--- src/rtl/int8_vec_packer_pkg.sv ---
// ---------------------------------------------------------------------------
// int8_vec_packer_pkg
// Shared constants and types for the int8 operand vector packer.
//   INT8_LANES  : default number of lanes per output vector
//   INT8_W      : width of one signed int8 operand
//   INT8_VEC_W  : width of one packed operand vector
//   LANE_CNT_W  : width of the lane index / populated-lane count
//   pack_state_t: packer control state (FILL accepting, HOLD stalled)
// ---------------------------------------------------------------------------
package int8_vec_packer_pkg;

    localparam int INT8_LANES = 33;
    localparam int INT8_W     = 8;
    localparam int INT8_VEC_W = INT8_LANES * INT8_W;
    localparam int LANE_CNT_W = 6;

    typedef enum logic {
        FILL = 1'b0,
        HOLD = 1'b1
    } pack_state_t;

endpackage

--- src/rtl/int8_lane_buffer.sv ---
// ---------------------------------------------------------------------------
// int8_lane_buffer
// NUM-lane fill register for operand pairs. A pair is written into the lane
// selected by wr_idx. The merged outputs show the buffer contents with the
// pair being written this cycle already applied, so the closing pair of a
// vector is visible in the same cycle it arrives. On clear the buffer
// returns to all zeros, which makes the tail of the next vector zero-padded.
// Ports:
//   clk, rst          : clock, asynchronous active-high reset
//   wr_en             : write the pair (wr_a, wr_b) into lane wr_idx
//   wr_idx            : target lane
//   wr_a, wr_b        : operand bytes
//   clear             : zero the buffer (takes priority over wr_en)
//   merged_a/merged_b : buffer contents with the current write merged in
// ---------------------------------------------------------------------------
module int8_lane_buffer
    import int8_vec_packer_pkg::*;
#(
    parameter int NUM = INT8_LANES
) (
    input  logic                    clk,
    input  logic                    rst,
    input  logic                    wr_en,
    input  logic [LANE_CNT_W-1:0]   wr_idx,
    input  logic [INT8_W-1:0]       wr_a,
    input  logic [INT8_W-1:0]       wr_b,
    input  logic                    clear,
    output logic [NUM*INT8_W-1:0]   merged_a,
    output logic [NUM*INT8_W-1:0]   merged_b
);

    logic [NUM*INT8_W-1:0] buf_a;
    logic [NUM*INT8_W-1:0] buf_b;

    // Overlay the incoming pair on its lane; other lanes come from the buffer.
    always_comb begin
        merged_a = buf_a;
        merged_b = buf_b;
        if (wr_en) begin
            for (int i = 0; i < NUM; i++) begin
                if (wr_idx == LANE_CNT_W'(i)) begin
                    merged_a[i*INT8_W +: INT8_W] = wr_a;
                    merged_b[i*INT8_W +: INT8_W] = wr_b;
                end
            end
        end
    end

    // Clear wins over write: the closing pair lives only in the emitted
    // vector, never in the buffer that starts the next one.
    always_ff @(posedge clk or posedge rst) begin
        if (rst) begin
            buf_a <= '0;
            buf_b <= '0;
        end else if (clear) begin
            buf_a <= '0;
            buf_b <= '0;
        end else if (wr_en) begin
            buf_a <= merged_a;
            buf_b <= merged_b;
        end
    end

endmodule

--- src/rtl/int8_vec_packer.sv ---
// ---------------------------------------------------------------------------
// int8_vec_packer
// Packs a serial stream of signed int8 operand pairs into NUM-lane vectors
// for the int8 dot-product MAC. Each dot product ends with an in_last pair;
// its final vector is zero-padded above the last populated lane. Vectors are
// presented on a valid/ready interface tagged with first/last so the MAC can
// zero its partial sum and know when to capture the result.
// Ports:
//   clk, rst          : clock, asynchronous active-high reset
//   in_valid/in_ready : input handshake (in_ready is registered)
//   in_a, in_b        : operand bytes, passed bit-exact
//   in_last           : pair ends the current dot product
//   out_valid/out_ready : output handshake
//   a_vec, b_vec      : packed lanes, lane 0 in the LSBs
//   out_first         : first vector of a dot product
//   out_last          : final vector of a dot product
//   out_lanes         : populated lanes in this vector, 1..NUM
//   dp_count          : completed dot products, wraps modulo 2^CNT_W
// ---------------------------------------------------------------------------
module int8_vec_packer
    import int8_vec_packer_pkg::*;
#(
    parameter int NUM   = INT8_LANES,
    parameter int CNT_W = 16
) (
    input  logic                    clk,
    input  logic                    rst,
    input  logic                    in_valid,
    output logic                    in_ready,
    input  logic [INT8_W-1:0]       in_a,
    input  logic [INT8_W-1:0]       in_b,
    input  logic                    in_last,
    output logic                    out_valid,
    input  logic                    out_ready,
    output logic [NUM*INT8_W-1:0]   a_vec,
    output logic [NUM*INT8_W-1:0]   b_vec,
    output logic                    out_first,
    output logic                    out_last,
    output logic [LANE_CNT_W-1:0]   out_lanes,
    output logic [CNT_W-1:0]        dp_count
);

    localparam int VEC_W = NUM * INT8_W;

    pack_state_t            state;
    pack_state_t            state_next;

    logic [LANE_CNT_W-1:0]  fill_idx;
    logic                   first_pending;

    logic                   accept;
    logic                   close;
    logic                   slot_free;
    logic                   out_fire;
    logic                   load_new;
    logic                   load_held;
    logic                   capture_hold;

    logic [VEC_W-1:0]       closed_a;
    logic [VEC_W-1:0]       closed_b;
    logic [LANE_CNT_W-1:0]  closed_lanes;

    logic [VEC_W-1:0]       held_a;
    logic [VEC_W-1:0]       held_b;
    logic                   held_first;
    logic                   held_last;
    logic [LANE_CNT_W-1:0]  held_lanes;

    assign accept       = in_valid && in_ready;
    assign close        = accept && ((fill_idx == LANE_CNT_W'(NUM - 1)) || in_last);
    assign slot_free    = !out_valid || out_ready;
    assign out_fire     = out_valid && out_ready;
    assign closed_lanes = fill_idx + LANE_CNT_W'(1);

    int8_lane_buffer #(
        .NUM      (NUM)
    ) u_lane_buffer (
        .clk      (clk),
        .rst      (rst),
        .wr_en    (accept),
        .wr_idx   (fill_idx),
        .wr_a     (in_a),
        .wr_b     (in_b),
        .clear    (close),
        .merged_a (closed_a),
        .merged_b (closed_b)
    );

    // Next-state and load decisions. A closed vector goes straight to the
    // output registers when the slot frees up this cycle; otherwise it is
    // parked in the hold registers and input is stopped until it drains.
    always_comb begin
        state_next   = state;
        load_new     = 1'b0;
        load_held    = 1'b0;
        capture_hold = 1'b0;
        case (state)
            FILL: begin
                if (close) begin
                    if (slot_free) begin
                        load_new = 1'b1;
                    end else begin
                        capture_hold = 1'b1;
                        state_next   = HOLD;
                    end
                end
            end
            HOLD: begin
                if (out_fire) begin
                    load_held  = 1'b1;
                    state_next = FILL;
                end
            end
            default: state_next = FILL;
        endcase
    end

    // Control state plus registered in_ready, which simply mirrors whether
    // the packer will be in FILL next cycle.
    always_ff @(posedge clk or posedge rst) begin
        if (rst) begin
            state    <= FILL;
            in_ready <= 1'b1;
        end else begin
            state    <= state_next;
            in_ready <= (state_next == FILL);
        end
    end

    // Fill position and dot-product boundary tracking. first_pending marks
    // that the next vector starts a new dot product.
    always_ff @(posedge clk or posedge rst) begin
        if (rst) begin
            fill_idx      <= '0;
            first_pending <= 1'b1;
        end else if (close) begin
            fill_idx      <= '0;
            first_pending <= in_last;
        end else if (accept) begin
            fill_idx      <= fill_idx + LANE_CNT_W'(1);
        end
    end

    // Single-entry overflow store for a vector that closed while the output
    // was stalled.
    always_ff @(posedge clk or posedge rst) begin
        if (rst) begin
            held_a     <= '0;
            held_b     <= '0;
            held_first <= 1'b0;
            held_last  <= 1'b0;
            held_lanes <= '0;
        end else if (capture_hold) begin
            held_a     <= closed_a;
            held_b     <= closed_b;
            held_first <= first_pending;
            held_last  <= in_last;
            held_lanes <= closed_lanes;
        end
    end

    // Output register. Fields only change on a load, so everything stays
    // stable while out_valid is high and the consumer is not ready.
    always_ff @(posedge clk or posedge rst) begin
        if (rst) begin
            out_valid <= 1'b0;
            a_vec     <= '0;
            b_vec     <= '0;
            out_first <= 1'b0;
            out_last  <= 1'b0;
            out_lanes <= '0;
        end else if (load_new) begin
            out_valid <= 1'b1;
            a_vec     <= closed_a;
            b_vec     <= closed_b;
            out_first <= first_pending;
            out_last  <= in_last;
            out_lanes <= closed_lanes;
        end else if (load_held) begin
            out_valid <= 1'b1;
            a_vec     <= held_a;
            b_vec     <= held_b;
            out_first <= held_first;
            out_last  <= held_last;
            out_lanes <= held_lanes;
        end else if (out_fire) begin
            out_valid <= 1'b0;
        end
    end

    // Completed dot products, counted when the final vector is taken.
    always_ff @(posedge clk or posedge rst) begin
        if (rst) begin
            dp_count <= '0;
        end else if (out_fire && out_last) begin
            dp_count <= dp_count + CNT_W'(1);
        end
    end

endmodule

--- config.mk ---
export PLATFORM = sky130hd
export DESIGN_NAME = int8_vec_packer
export DESIGN_NICKNAME = d
export VERILOG_FILES = /design/src/rtl/int8_vec_packer_pkg.sv /design/src/rtl/int8_lane_buffer.sv /design/src/rtl/int8_vec_packer.sv
export SDC_FILE = /design/constraint.sdc
export NUM_CORES = 2
export LEC_CHECK = 0
export BUFFER_PORTS_ARGS = -buffer_cell sky130_fd_sc_hd__buf_2
export CELL_PAD_IN_SITES_DETAIL_PLACEMENT = 1
export CELL_PAD_IN_SITES_GLOBAL_PLACEMENT = 1
export CORE_AREA = 4 4 432 434
export DETAILED_ROUTE_END_ITERATION = 7
export DIE_AREA = 0 0 436 438
export PLACE_DENSITY_LB_ADDON = 0.1
export SLEW_MARGIN = 20
export SYNTH_ARGS = -nofsm -noshare
export SYNTH_HDL_FRONTEND = slang
export SYNTH_HIERARCHICAL = 1
export SYNTH_SLANG_ARGS = --single-unit
--- constraint.sdc ---
create_clock -name clk -period 99.4 [get_ports clk]
set_input_delay 19.88 -clock clk [delete_from_list [all_inputs] [get_ports clk]]
set_output_delay 19.88 -clock clk [all_outputs]
set_load 0.02 [all_outputs]
==> reports/qor.yml <==
status: "complete, no violations"
antenna_left: 0
cp_max_fo: 88
grt_pass1_vias: 52200
insertion_delay_ns: 0.82
critPathBufInv: 8
syn_nets: 5690
rr_endpoint: "b_vec[1]$_DFFE_PP0P_"
layoutNonFillerInstCount: 8510
synth_cells: 5666
crit_cells: 8
synth_compound_area_frac: 0.0986
via_per_inst: 5.72
postSynth.asyncResetShare: 1.00
post-dp-hpwl_microns: 143000
routed_wl_microns: 242000
p_per_area_nw_per_um2: 20.3
die_w_microns: 436
core_area_sq_um: 183000
die_h_microns: 438
drc: 0
fin_nets: 6006
synthDistinctLibCells: 60
finalSetupTns_ns: 0
clock_sinks: 1626
wl_per_cell_microns: 28.5
timing.fmax_mhz: 41.1
setup_violations: 0
drt-initial-drc-count: 3017
grt_max_degree: 205
ys_ff_latch: 1626
cts_resized: 0
end_kind: "asynchronous set/reset pin"
cp_common_cell: "buf_4"
cts_made_buffers: 182
ys_seq_area_frac: 0.559
cts_setup_buffers: 0
reg2reg_depth: 7
vias: 48700
cp_slowest_cell: "buf_4"
drv_slew: 0
htreeDepth: 4
min_path_type: "reg -> reg"
timing.slew.headroom: 0.193
ctsHoldBuffers: 0
clock_skew_ns: 0.0311
crit_path_start_kind: "input pin"
netlist_area_sq_um: 72800
worstSetupEndpoint: "b_vec[221]$_DFFE_PP0P_"
clk_pin_slew_ns: 0.06
startpoint: "rst"
critical-path-top-delay-family: "buffers and inverters"
r2r_slack_ns: 94.36
place_worst_setup_slack_ns: 73.96
reg2reg_from: "fill_idx[3]$_DFFE_PP0P_"
p_leak_nw: 44.1
peakVddDrop_mv: 0.0138
dr.pass1.iters: 5
synth_top_family_by_area: "multiplexers"
path_cells: "buf_2 > inv_8 > buf_4 > buf_4 > buf_4 > buf_4 > buf_4 > buf_4"
critical_path_class: "in -> async"
gp_congestion: 0.741
io_pins: 575
arrival_ns: 25.14
grt_first_pass_wirelength_microns: 363000
tightest_slew_ns: 1.21
synth_edf_count: 0
start_util: 0.398
yosys_warnings: 6
worst_slack_ns: 75.08
drive_above_1_share: 0.339
placed_cells: 8178
root_buffer: "clkbuf_16"
synth_fa_ha_area_frac: 0.000516
overflow: 0
cts_tree: "built"
port_buffers: 574
post-route-min-period_ns: 24.32
cts_max_path_buffers: 3
fin_crit_sh: 0.245
synthFlopType: "dfrtp_1"
syn_area_per_cell_sq_um: 12.8
globalRouteTotalUtil: 0.250
drv_cap: 0
die-area_sq_um: 191000
holdPathStages: 1
row_count: 157
crit_required_ns: 100.22
slowest_delay_ns: 0.81
finalHoldViolations: 0
muxShareOfSynthArea: 0.248
synth_xor_area_frac: 0.00229
p_total_w: 0.00169
antenna_found_initial: 2
yosys.area_share.simple: 0.0558
area_growth_syn_to_layout_pct: 14.3
rsz0062_at_grt: "false"
metrics by stage:
stage | hold slack (ns) | cell area (sq um) | util
after global routing | 0.503 | 83200 | 0.455
after floorplan | 0.457 | 72800 | -
after global placement | 0.463 | 77200 | 0.422
final | 0.494 | 83200 | 0.456
after detailed placement | 0.476 | 77200 | 0.423
after CTS | 0.497 | 83000 | 0.455
logic make-up after synthesis:
logic type,after synthesis
buf+inv,563
flops,1626
fa+ha+maj,3
compound gates,1062
mux,1645
xor+xnor,19
simple gates,748
worst min-delay path by stage:
stage	from	end	slack (ns)
finish	u_lane_buffer/buf_b[27]$_DFFE_PP0P_	u_lane_buffer/buf_b[27]$_DFFE_PP0P_	0.49
global route	u_lane_buffer/buf_b[32]$_DFFE_PP0P_	u_lane_buffer/buf_b[32]$_DFFE_PP0P_	0.50
CTS	u_lane_buffer/buf_b[27]$_DFFE_PP0P_	u_lane_buffer/buf_b[27]$_DFFE_PP0P_	0.50
detailed placement	u_lane_buffer/buf_a[27]$_DFFE_PP0P_	u_lane_buffer/buf_a[27]$_DFFE_PP0P_	0.48
global placement	dp_count[15]$_DFFE_PP0P_	dp_count[15]$_DFFE_PP0P_	0.46
floorplan	held_lanes[0]$_DFFE_PP0P_	out_lanes[0]$_DFFE_PP0P_	0.46
synth_stat cells (4+ instances only):
cell type / instances / area share
mux2_2: 995 / 0.15
a22o_1: 481 / 0.058
mux2_4: 65 / 0.013
inv_1: 8 / 0.00041
clkbuf_2: 26 / 0.0018
and2_1: 8 / 0.00069
buf_6: 14 / 0.0022
nand4_1: 4 / 0.00034
dfrtp_1: 1624 / 0.56
mux2i_1: 581 / 0.080
nor4bb_1: 4 / 0.00055
nand3_1: 544 / 0.037
nor2_1: 22 / 0.0011
and3_1: 5 / 0.00043
xor2_1: 8 / 0.00096
xnor2_1: 11 / 0.0013
o21ai_0: 536 / 0.037
buf_2: 141 / 0.0097
nand2_1: 39 / 0.0020
mux2_1: 4 / 0.00062
buf_1: 32 / 0.0017
clkbuf_1: 290 / 0.015
and4_1: 7 / 0.00084
nand4bb_1: 5 / 0.00077
or4b_1: 4 / 0.00055
buf_4: 51 / 0.0053
nand2b_1: 64 / 0.0055
nor2_2: 14 / 0.0012
a21oi_1: 28 / 0.0019
cell type report:
class                      count  area (sq um)
tap                         2385          2980
clock inverter                43           434
inverter                       9          51.3
timing repair buffer         686          4000
fill                       18600         99500
antenna                        4          10.0
clock buffer                 280          5400
sequential                  1626         40700
multi-input combinational   3477         29600
layer usage:
metal	track usage	up-vias	part of all wire
li1	-	21400	-
met1	0.334	26100	0.44
met2	0.421	872	0.49
met3	0.0290	314	0.031
met4	0.0886	0	0.037
met5	0	-	0
state kept, by name (all words and copies together) (netlist names):
register,flops
fill_idx,6
held_first,1
dp_count,16
held_a,264
u_lane_buffer/buf_a,264
out_first,1
first_pending,1
out_last,1
state,1
held_b,264
u_lane_buffer/buf_b,264
a_vec,264
out_valid,1
in_ready,1
out_lanes,6
held_last,1
held_lanes,6
b_vec,264
placed cells by master (no fill, tap or decap), types with 4 or more instances in the layout:
cell / n
xnor2_1: 11
and3_1: 4
a21oi_2: 10
nor2_1: 18
nand4bb_1: 5
buf_12: 13
mux2_4: 65
diode_2: 4
bufinv_16: 6
nand4_1: 4
mux2_2: 995
clkbuf_1: 56
buf_2: 558
a21oi_1: 18
and2_1: 7
buf_16: 4
mux2i_1: 581
clkbuf_8: 37
buf_4: 111
nand2b_1: 64
clkbuf_16: 187
clkinv_2: 25
mux2_1: 4
and4_1: 7
nor2_2: 18
inv_6: 6
nand3_1: 542
inv_1: 5
nand2_1: 39
or4b_1: 4
xor2_1: 8
o21ai_0: 536
a22o_1: 481
dfrtp_1: 1624
report_power, final:
part / leakage, nW / internal [W] / switching, W
clock network: 2.87 / 0.000388 / 0.000281
logic: 18.6 / 0.0000878 / 0.000196
registers: 22.6 / 0.000703 / 0.0000306
Note: power is estimated with default switching activity, not from simulation.
